## src/rtl/ushift_seq_pkg.sv

```systemverilog
// Shared constants for the universal shift register sequencer:
// register mode selects and sequencer state encoding.
package ushift_seq_pkg;

  localparam logic [1:0] SEL_HOLD = 2'b00;
  localparam logic [1:0] SEL_SHR  = 2'b01;
  localparam logic [1:0] SEL_SHL  = 2'b10;
  localparam logic [1:0] SEL_LOAD = 2'b11;

  typedef enum logic [1:0] {
    IDLE = 2'b00,
    RUN  = 2'b01,
    DONE = 2'b10
  } state_t;

  // Commands that never touch the register: no-op, or a shift of zero cycles.
  function automatic logic is_null_cmd(input logic [1:0] op, input logic cnt_zero);
    logic r;
    r = 1'b0;
    case (op)
      SEL_HOLD: r = 1'b1;
      SEL_SHR,
      SEL_SHL:  r = cnt_zero;
      SEL_LOAD: r = 1'b0;
      default:  r = 1'b1;
    endcase
    return r;
  endfunction

endpackage

```

## src/rtl/ushift_seq.sv

```systemverilog
// Command sequencer for a universal shift register: turns one accepted
// load/shift command into the per-cycle sel/i_par/serial-input pattern.
module ushift_seq
  import ushift_seq_pkg::*;
#(
  parameter int WIDTH = 4,
  parameter int CNT_W = 3
) (
  input  logic             clk,
  input  logic             clear_b,
  input  logic             cmd_valid,
  output logic             cmd_ready,
  input  logic [1:0]       cmd_op,
  input  logic [CNT_W-1:0] cmd_cnt,
  input  logic [WIDTH-1:0] cmd_data,
  output logic [1:0]       sel,
  output logic [WIDTH-1:0] i_par,
  output logic             msb_in,
  output logic             lsb_in,
  output logic             done
);

  localparam logic [CNT_W-1:0] CNT_MAX = CNT_W'(WIDTH);
  localparam logic [CNT_W-1:0] CNT_ONE = CNT_W'(1);
  localparam logic [CNT_W-1:0] CNT_ZERO = CNT_W'(0);

  state_t           r_state;
  logic [1:0]       r_op;
  logic [CNT_W-1:0] r_cnt;
  logic [WIDTH-1:0] r_data;

  state_t           w_state_nxt;
  logic [1:0]       w_op_nxt;
  logic [CNT_W-1:0] w_cnt_nxt;
  logic [WIDTH-1:0] w_data_nxt;
  logic [CNT_W-1:0] w_cnt_clamped;

  logic             w_ready;
  logic [1:0]       w_sel;
  logic [WIDTH-1:0] w_par;
  logic             w_msb;
  logic             w_lsb;
  logic             w_done;

  assign w_cnt_clamped = (cmd_cnt > CNT_MAX) ? CNT_MAX : cmd_cnt;

  // State register together with the inline down-counter and data shifter.
  always_ff @(posedge clk or negedge clear_b) begin
    if (!clear_b) begin
      r_state <= IDLE;
      r_op    <= SEL_HOLD;
      r_cnt   <= CNT_ZERO;
      r_data  <= '0;
    end else begin
      r_state <= w_state_nxt;
      r_op    <= w_op_nxt;
      r_cnt   <= w_cnt_nxt;
      r_data  <= w_data_nxt;
    end
  end

  // Next-state, command capture and per-cycle count/data update.
  always_comb begin
    w_state_nxt = r_state;
    w_op_nxt    = r_op;
    w_cnt_nxt   = r_cnt;
    w_data_nxt  = r_data;
    case (r_state)
      IDLE: begin
        if (cmd_valid) begin
          w_op_nxt   = cmd_op;
          w_data_nxt = cmd_data;
          w_cnt_nxt  = (cmd_op == SEL_LOAD) ? CNT_ONE : w_cnt_clamped;
          if (is_null_cmd(cmd_op, cmd_cnt == CNT_ZERO)) begin
            w_state_nxt = DONE;
          end else begin
            w_state_nxt = RUN;
          end
        end else begin
          w_state_nxt = IDLE;
        end
      end
      RUN: begin
        // Bit 0 feeds the register each cycle, so the next serial bit moves down.
        w_data_nxt = {1'b0, r_data[WIDTH-1:1]};
        w_cnt_nxt  = r_cnt - CNT_ONE;
        if (r_cnt == CNT_ONE) begin
          w_state_nxt = DONE;
        end else begin
          w_state_nxt = RUN;
        end
      end
      DONE: begin
        w_state_nxt = IDLE;
      end
      default: begin
        w_state_nxt = IDLE;
      end
    endcase
  end

  // Output decode from registered state only.
  always_comb begin
    w_ready = 1'b0;
    w_sel   = SEL_HOLD;
    w_par   = '0;
    w_msb   = 1'b0;
    w_lsb   = 1'b0;
    w_done  = 1'b0;
    case (r_state)
      IDLE: begin
        w_ready = 1'b1;
      end
      RUN: begin
        w_sel = r_op;
        case (r_op)
          SEL_SHR:  w_msb = r_data[0];
          SEL_SHL:  w_lsb = r_data[0];
          SEL_LOAD: w_par = r_data;
          default:  w_par = '0;
        endcase
      end
      DONE: begin
        w_done = 1'b1;
      end
      default: begin
        w_ready = 1'b0;
      end
    endcase
  end

  assign cmd_ready = w_ready;
  assign sel       = w_sel;
  assign i_par     = w_par;
  assign msb_in    = w_msb;
  assign lsb_in    = w_lsb;
  assign done      = w_done;

endmodule

```

## config.mk

```make
export PLATFORM = sky130hd
export DESIGN_NAME = ushift_seq
export DESIGN_NICKNAME = d
export VERILOG_FILES = /design/src/rtl/ushift_seq_pkg.sv /design/src/rtl/ushift_seq.sv
export SDC_FILE = /design/constraint.sdc
export NUM_CORES = 1
export LEC_CHECK = 0
export ABC_AREA = 1
export BUFFER_PORTS_ARGS = -buffer_cell sky130_fd_sc_hd__buf_4
export CORE_AREA = 2 2 40 42
export CTS_CLUSTER_DIAMETER = 200
export DETAILED_ROUTE_END_ITERATION = 8
export DIE_AREA = 0 0 42 44
export HOLD_SLACK_MARGIN = 0.06
export PLACE_DENSITY = 0.81
export SLEW_MARGIN = 20
export SYNTH_ARGS = -nofsm -noshare
export SYNTH_HDL_FRONTEND = slang
export SYNTH_SLANG_ARGS = --single-unit
```

## constraint.sdc

```tcl
create_clock -name clk -period 1.4 [get_ports clk]
set_clock_uncertainty 0.05 [all_clocks]
set_input_delay 0.35 -clock clk [delete_from_list [all_inputs] [get_ports clk]]
set_output_delay 0.35 -clock clk [all_outputs]
set_load 0.005 [all_outputs]
```

==> results by group, run 1 <==
Placement
  – Place WS: -0.001620 ns
  – IO buf count: 21
  – RD Place Congestion: 0.8424
  – Post-DP HPWL: 1104 um

Finish
  – Layout cells sized above 1: 40.48%
  – Diodes inserted: 0
  – Commonest non-fill, non-tap cell in the layout: buf_4
  – Area growth from synthesis to layout: 55.45%
  – Most frequent cells in the layout: buf_4, nand2_1, nand3_1, dfrtp_1, inv_1
  – Nets: 142

Synthesis
  – Synthesized netlist cell count: 89
  – Synthesized area: 631.9 sq um
  – Yosys warns: 0
  – Area contributors post-synth: dfrtp_1, nand2_1, nand3_1, inv_1, ha_1
  – Share of the synthesized area in the top cell type: 43.56%
  – Cell accounting for the most synthesized area: dfrtp_1
  – Yosys reg bits: 11
  – Syn nets: 104
  – Register area share after synthesis: 43.56%
  – Mean post-synth cell area: 7.100 sq um
  – Netlist cell types: 16

Power and ir drop
  – Power share of the combinational group: 58.4%
  – Psw: 806.1 uW
  – Switching part of the total: 42.18%
  – VDD IR max: 1.061 mV
  – Register share of total power: 29.8%
  – Overall Power: 1911 uW
  – Power density cells: 1946 nW/um^2
  – Clock network fraction of total power: 11.8%
  – Leakage: 0.0005269 uW
  – Pint: 1105 uW

Floorplanning
  – Die Span X: 42 um
  – Die height: 44 um
  – I/O pin total: 22
  – # rows: 14
  – Die Area: 1848 sq um
  – Core ar.: 1419 sq um
  – Starting density of the core: 44.53%

Run
  – Max cap viols: 0

STA
  – TNS Setup: -1.427 ns
  – Setup Viol. Count Final: 10
  – Worst-margin pin slew: 0.2417 ns
  – Post-layout minimum cycle time: 1.578 ns
  – Final period util: 112.7%
  – Fmax: 633.6 MHz
  – Max-slew violations: 0
  – RSZ-0062 raised after global routing: true
  – WHS: 0.2178 ns
  – Final hold violations: 0
  – Slew headroom: 83.75%
  – Setup ws final: -0.1782 ns

Run status
  – Violated checks: negative setup slack
  – Status: finished with violations

Drt
  – Mean number of vias per cell: 4.838
  – Wire length per cell: 11.62 um
  – Drt drc: 0
  – Antenna-violating nets left: 0
  – First-pass DRT Iterations: 4
  – DR iter-0 viols: 12
  – Final wirelength: 1650 um
  – Vias: 687

Critical path
  – Critical path capture point type: output port
  – CP startpoint kind: register
  – R2r setup slk: 0.05 ns
  – Data arrival, critical path: 1.18 ns
  – Crit-path max FO: 6
  – Critical path type: reg -> out
  – Crit path required time: 1.00 ns

Clock network
  – CTS tree: built
  – # clock sinks: 11
  – Clock tree buffer depth: 2
  – Clock transition at path regs: 0.08 ns
  – CTS H-tree depth: 1
  – Cts bufs inserted: 3
  – Worst-Skew Late Latency: 0.27 ns
  – Root Buffer: clkbuf_4

GRT
  – Initial antenna violation count: 0
  – Vias in the first global route: 615
  – First-pass GRT wire length: 2670 um
  – GRT overflow: 0
  – Total GRT Usage: 19.91%
  – Largest net degree at the start of global routing: 12

Worst hold path
  – Tightest Hold Check Type: in -> reg
power groups by stage:
stage | sequential [uW] | clock [uW] | combinational [uW]
floorplan | 546 | 0 | 484
global placement | 558 | 0 | 743
detailed placement | 567 | 0 | 768
CTS | 559 | 226 | 926
global route | 588 | 236 | 1240
finish | 569 | 226 | 1120
sequential cells by signal, indices dropped and copies added (netlist names):
name,flops
r_cnt,3
r_state,2
r_data,4
r_op,2
metrics by stage:
step           utilization [%]  instance area [sq um]  instances
2_1_floorplan                -                  631.9         89
3_3_place_gp             58.11                  824.5        128
3_5_place_dp             58.11                  824.5        128
4_1_cts                  64.64                  917.1        138
5_1_grt                  69.22                  982.2        142
6_report                 69.22                  982.2        142
layout make-up:
| type | count | area, sq um |
|---|---|---|
| Fill cell | 117 | 436.7 |
| Tap cell | 16 | 20.02 |
| Multi-Input combinational cell | 65 | 352.8 |
| Timing Repair Buffer | 33 | 254.0 |
| Sequential cell | 11 | 275.3 |
| Inverter | 13 | 53.80 |
| Clock buffer | 4 | 26.28 |
worst paths after layout:
kind | cells past startpoint | endpoint | from
max | 6 | i_par[2] | r_state[1]
min | 3 | r_data[3] | cmd_data[3]
max reg2reg | 7 | r_cnt[1] | r_state[1]
min reg2reg | 2 | r_data[3] | r_data[3]
max in group asynchronous | 2 | r_cnt[0] | clear_b
min in group asynchronous | 2 | r_data[0] | clear_b
kinds of logic (layout without fill, tap and decap cells):
logic type / after synthesis / after routing / synth area share, %
buffers and inverters: 13 / 50 / 7.723
flip-flops: 11 / 11 / 43.56
AO/OA/AOI/OAI: 4 / 4 / 3.167
adder cells (fa/ha/maj): 3 / 3 / 5.941
AND/OR/NAND/NOR: 58 / 58 / 39.61
layer usage:
layer / wire length, um / GRT usage [%] / vias to the layer above
li1: - / - / 355
met1: 685 / 25.53 / 300
met2: 842 / 32.50 / 26
met3: 86 / 3.750 / 6
met4: 36 / 9.677 / 0
met5: 0 / 0 / -
Yosys cell counts, drive strengths merged:
master / instances
nand2: 32
inv: 13
dfrtp: 11
nand3: 11
nor2: 9
o21ai: 4
ha: 3
nor4: 2
or2: 2
nand4: 1
nor3: 1
critical path, cell delays in order, from the launching register on:
cell     delay (ns)
dfrtp_1        0.39
inv_2          0.08
nand2_4        0.09
inv_4          0.08
nand2_2        0.06
nor2_2         0.10
buf_4          0.11
repair_timing:
item                                   in CTS  in global routing
setup buffers                               5                  5
endpoints found under the hold margin      11                  0
gates resized for setup                     5                 11
hold buffers                                1                  0
pin swaps                                   0                  3
setup endpoints to repair                   8                 10
(Power assumes the default switching activity.)
==> inputs of run 2 (changes only) <==
--- a/config.mk
+++ b/config.mk
@@ -7,10 +7,12 @@
 export LEC_CHECK = 0
 export ABC_AREA = 1
 export BUFFER_PORTS_ARGS = -buffer_cell sky130_fd_sc_hd__buf_4
-export CORE_AREA = 2 2 40 42
+export CELL_PAD_IN_SITES_DETAIL_PLACEMENT = 1
+export CELL_PAD_IN_SITES_GLOBAL_PLACEMENT = 2
+export CORE_AREA = 2 2 54 56
 export CTS_CLUSTER_DIAMETER = 200
 export DETAILED_ROUTE_END_ITERATION = 8
-export DIE_AREA = 0 0 42 44
+export DIE_AREA = 0 0 56 58
 export HOLD_SLACK_MARGIN = 0.06
 export PLACE_DENSITY = 0.81
 export SLEW_MARGIN = 20
==> results by group, run 2 (synthesized netlist as in run 1, its figures left out) <==
Finish
  – Layout cells sized above 1: 42.40%
  – Biggest register: r_data
  – Finished Cell Area: 1044 sq um
  – Nets: 141
  – Final Non-Filler Cells: 156
  – Most frequent cells in the layout: nand2_1, buf_4, nand3_1
  – Area growth from synthesis to layout: 65.15%
  – Max FFs per register: 4
  – Finished Core Util: 39.19%
  – Commonest non-fill, non-tap cell in the layout: nand2_1
  – Fill cell count: 359
  – Register area: 276.5 sq um
  – Footprint of the multi-input gates: 384.1 sq um
  – Diodes inserted: 0
  – Top Registers: r_data: 4 flops, r_cnt: 3 flops

Floorplanning
  – Starting density of the core: 23.73%
  – I/O pin total: 22
  – # rows: 19
  – Die Span X: 56 um
  – Die height: 58 um
  – Core ar.: 2663 sq um
  – Die Area: 3248 sq um

Power and ir drop
  – Register share of total power: 29.8%
  – Power density cells: 1932 nW/um^2
  – Clock network fraction of total power: 10.9%
  – Power share of the combinational group: 59.3%
  – Pint: 1136 uW
  – Psw: 880.5 uW
  – VDD IR max: 0.7838 mV
  – Switching part of the total: 43.66%
  – Leakage: 0.0005448 uW

Drt
  – Final wirelength: 1907 um
  – Antenna-violating nets left: 0
  – DR iter-0 viols: 11
  – Vias: 701
  – First-pass DRT Iterations: 2
  – Wire length per cell: 12.22 um
  – Drt drc: 0
  – Mean number of vias per cell: 4.494

GRT
  – Initial antenna violation count: 0
  – First-pass GRT wire length: 3249 um
  – Vias in the first global route: 744
  – Total GRT Usage: 12.83%
  – Largest net degree at the start of global routing: 12
  – GRT overflow: 0

Clock network
  – Clock transition at path regs: 0.07 ns
  – CTS H-tree depth: 1
  – Clock tree buffer depth: 2
  – Worst-Skew Late Latency: 0.27 ns
  – # clock sinks: 11
  – Cts bufs inserted: 3
  – Root Buffer: clkbuf_4
  – CTS tree: built

Run status
  – Status: finished with violations
  – Violated checks: negative setup slack

Critical path
  – Crit-path cells: inv_2, nand2_8, inv_8, nand2_4, nor2_2, buf_4
  – CP peak stage delay: 0.40 ns
  – Slowest CP cell: dfrtp_1
  – Crit path required time: 1.00 ns
  – Reg2Reg Depth: 6
  – Critical path capture point type: output port
  – CP startpoint kind: register
  – Data arrival, critical path: 1.21 ns
  – Critical path type: reg -> out
  – Crit-path max FO: 8

Placement
  – RD Place Congestion: 0.7274
  – Post-DP HPWL: 1450 um
  – Placed instance count: 145
  – IO buf count: 21
  – Place WS: -0.04961 ns
  – Placed Area: 858.3 sq um

STA
  – Setup Viol. Count Final: 10
  – Final hold violations: 0
  – Final period util: 115.3%
  – Max-slew violations: 0
  – Fmax: 619.5 MHz
  – Worst-margin pin slew: 0.2112 ns
  – Slew headroom: 85.80%
  – Post-layout minimum cycle time: 1.614 ns
  – Setup ws final: -0.2141 ns
  – RSZ-0062 raised after global routing: true

Run
  – Max cap viols: 0

Worst hold path
  – Tightest Hold Check Type: in -> reg
  – Hold Path Depth: 3
run 2: changes by cell type in the layout (fill, tap and decap cells not counted), sizes merged:
| cell | delta |
|---|---|
| buf | -1 |
run 2: repair_timing:
| action | in CTS | in global routing |
|---|---|---|
| endpoints found under the hold margin | 11 | 0 |
| setup buffers | 3 | 4 |
| endpoints found under the setup margin | 10 | 10 |
| hold buffers | 1 | 0 |
| gates resized for setup | 8 | 21 |
| pin swaps | 2 | 5 |
| gates cloned | 0 | 0 |
run 2: critical path: cells and delay by family, from the launching register on:
family                 cells  cell delay, ns
buffers and inverters      3            0.30
DFF                        1            0.40
and+or+nand+nor            3            0.25
run 2: final cells by class:
| class | instances | area share, % |
|---|---|---|
| multi-input combinational | 65 | 36.81 |
| sequential | 11 | 26.50 |
| timing repair buffer | 32 | 25.06 |
| inverter | 13 | 5.396 |
| tap | 31 | 3.717 |
| clock buffer | 4 | 2.518 |
run 2: power groups by stage:
stage | Combinational (uW) | Clock, uW | Sequential, uW
after floorplan | 484 | 0 | 546
final | 1200 | 220 | 600
after global placement | 824 | 0 | 556
after detailed placement | 860 | 0 | 563
after CTS | 973 | 234 | 570
after global routing | 1340 | 254 | 620
run 2: routing by layer:
layer	vias up	track usage [%]	part of all wire, %
met5	-	0	0
met4	0	4.082	0.58
met3	2	2.679	4.6
met2	17	24.03	53
met1	332	14.58	42
li1	350	-	-
run 2: final timing paths:
kind,from,endpoint,slack [ns]
setup reg to reg,r_state[0],r_cnt[1],0.12
hold reg to reg,r_data[0],r_data[0],0.46
setup / recovery,r_state[1],i_par[3],-0.21
hold / removal,cmd_data[3],r_data[3],0.23
min in group asynchronous,clear_b,r_data[2],0.40
max in group asynchronous,clear_b,r_state[0],0.73
run 2: stage by stage:
stage	power, uW	hold WS (ns)	setup TNS [ns]
after global placement	1380	0.1482	-0.007607
after CTS	1778	0.2168	-1.788
final	2017	0.2256	-1.766
after floorplan	1030	0.004409	0
after global routing	2217	0.2396	-2.619
after detailed placement	1423	0.1481	-0.1168
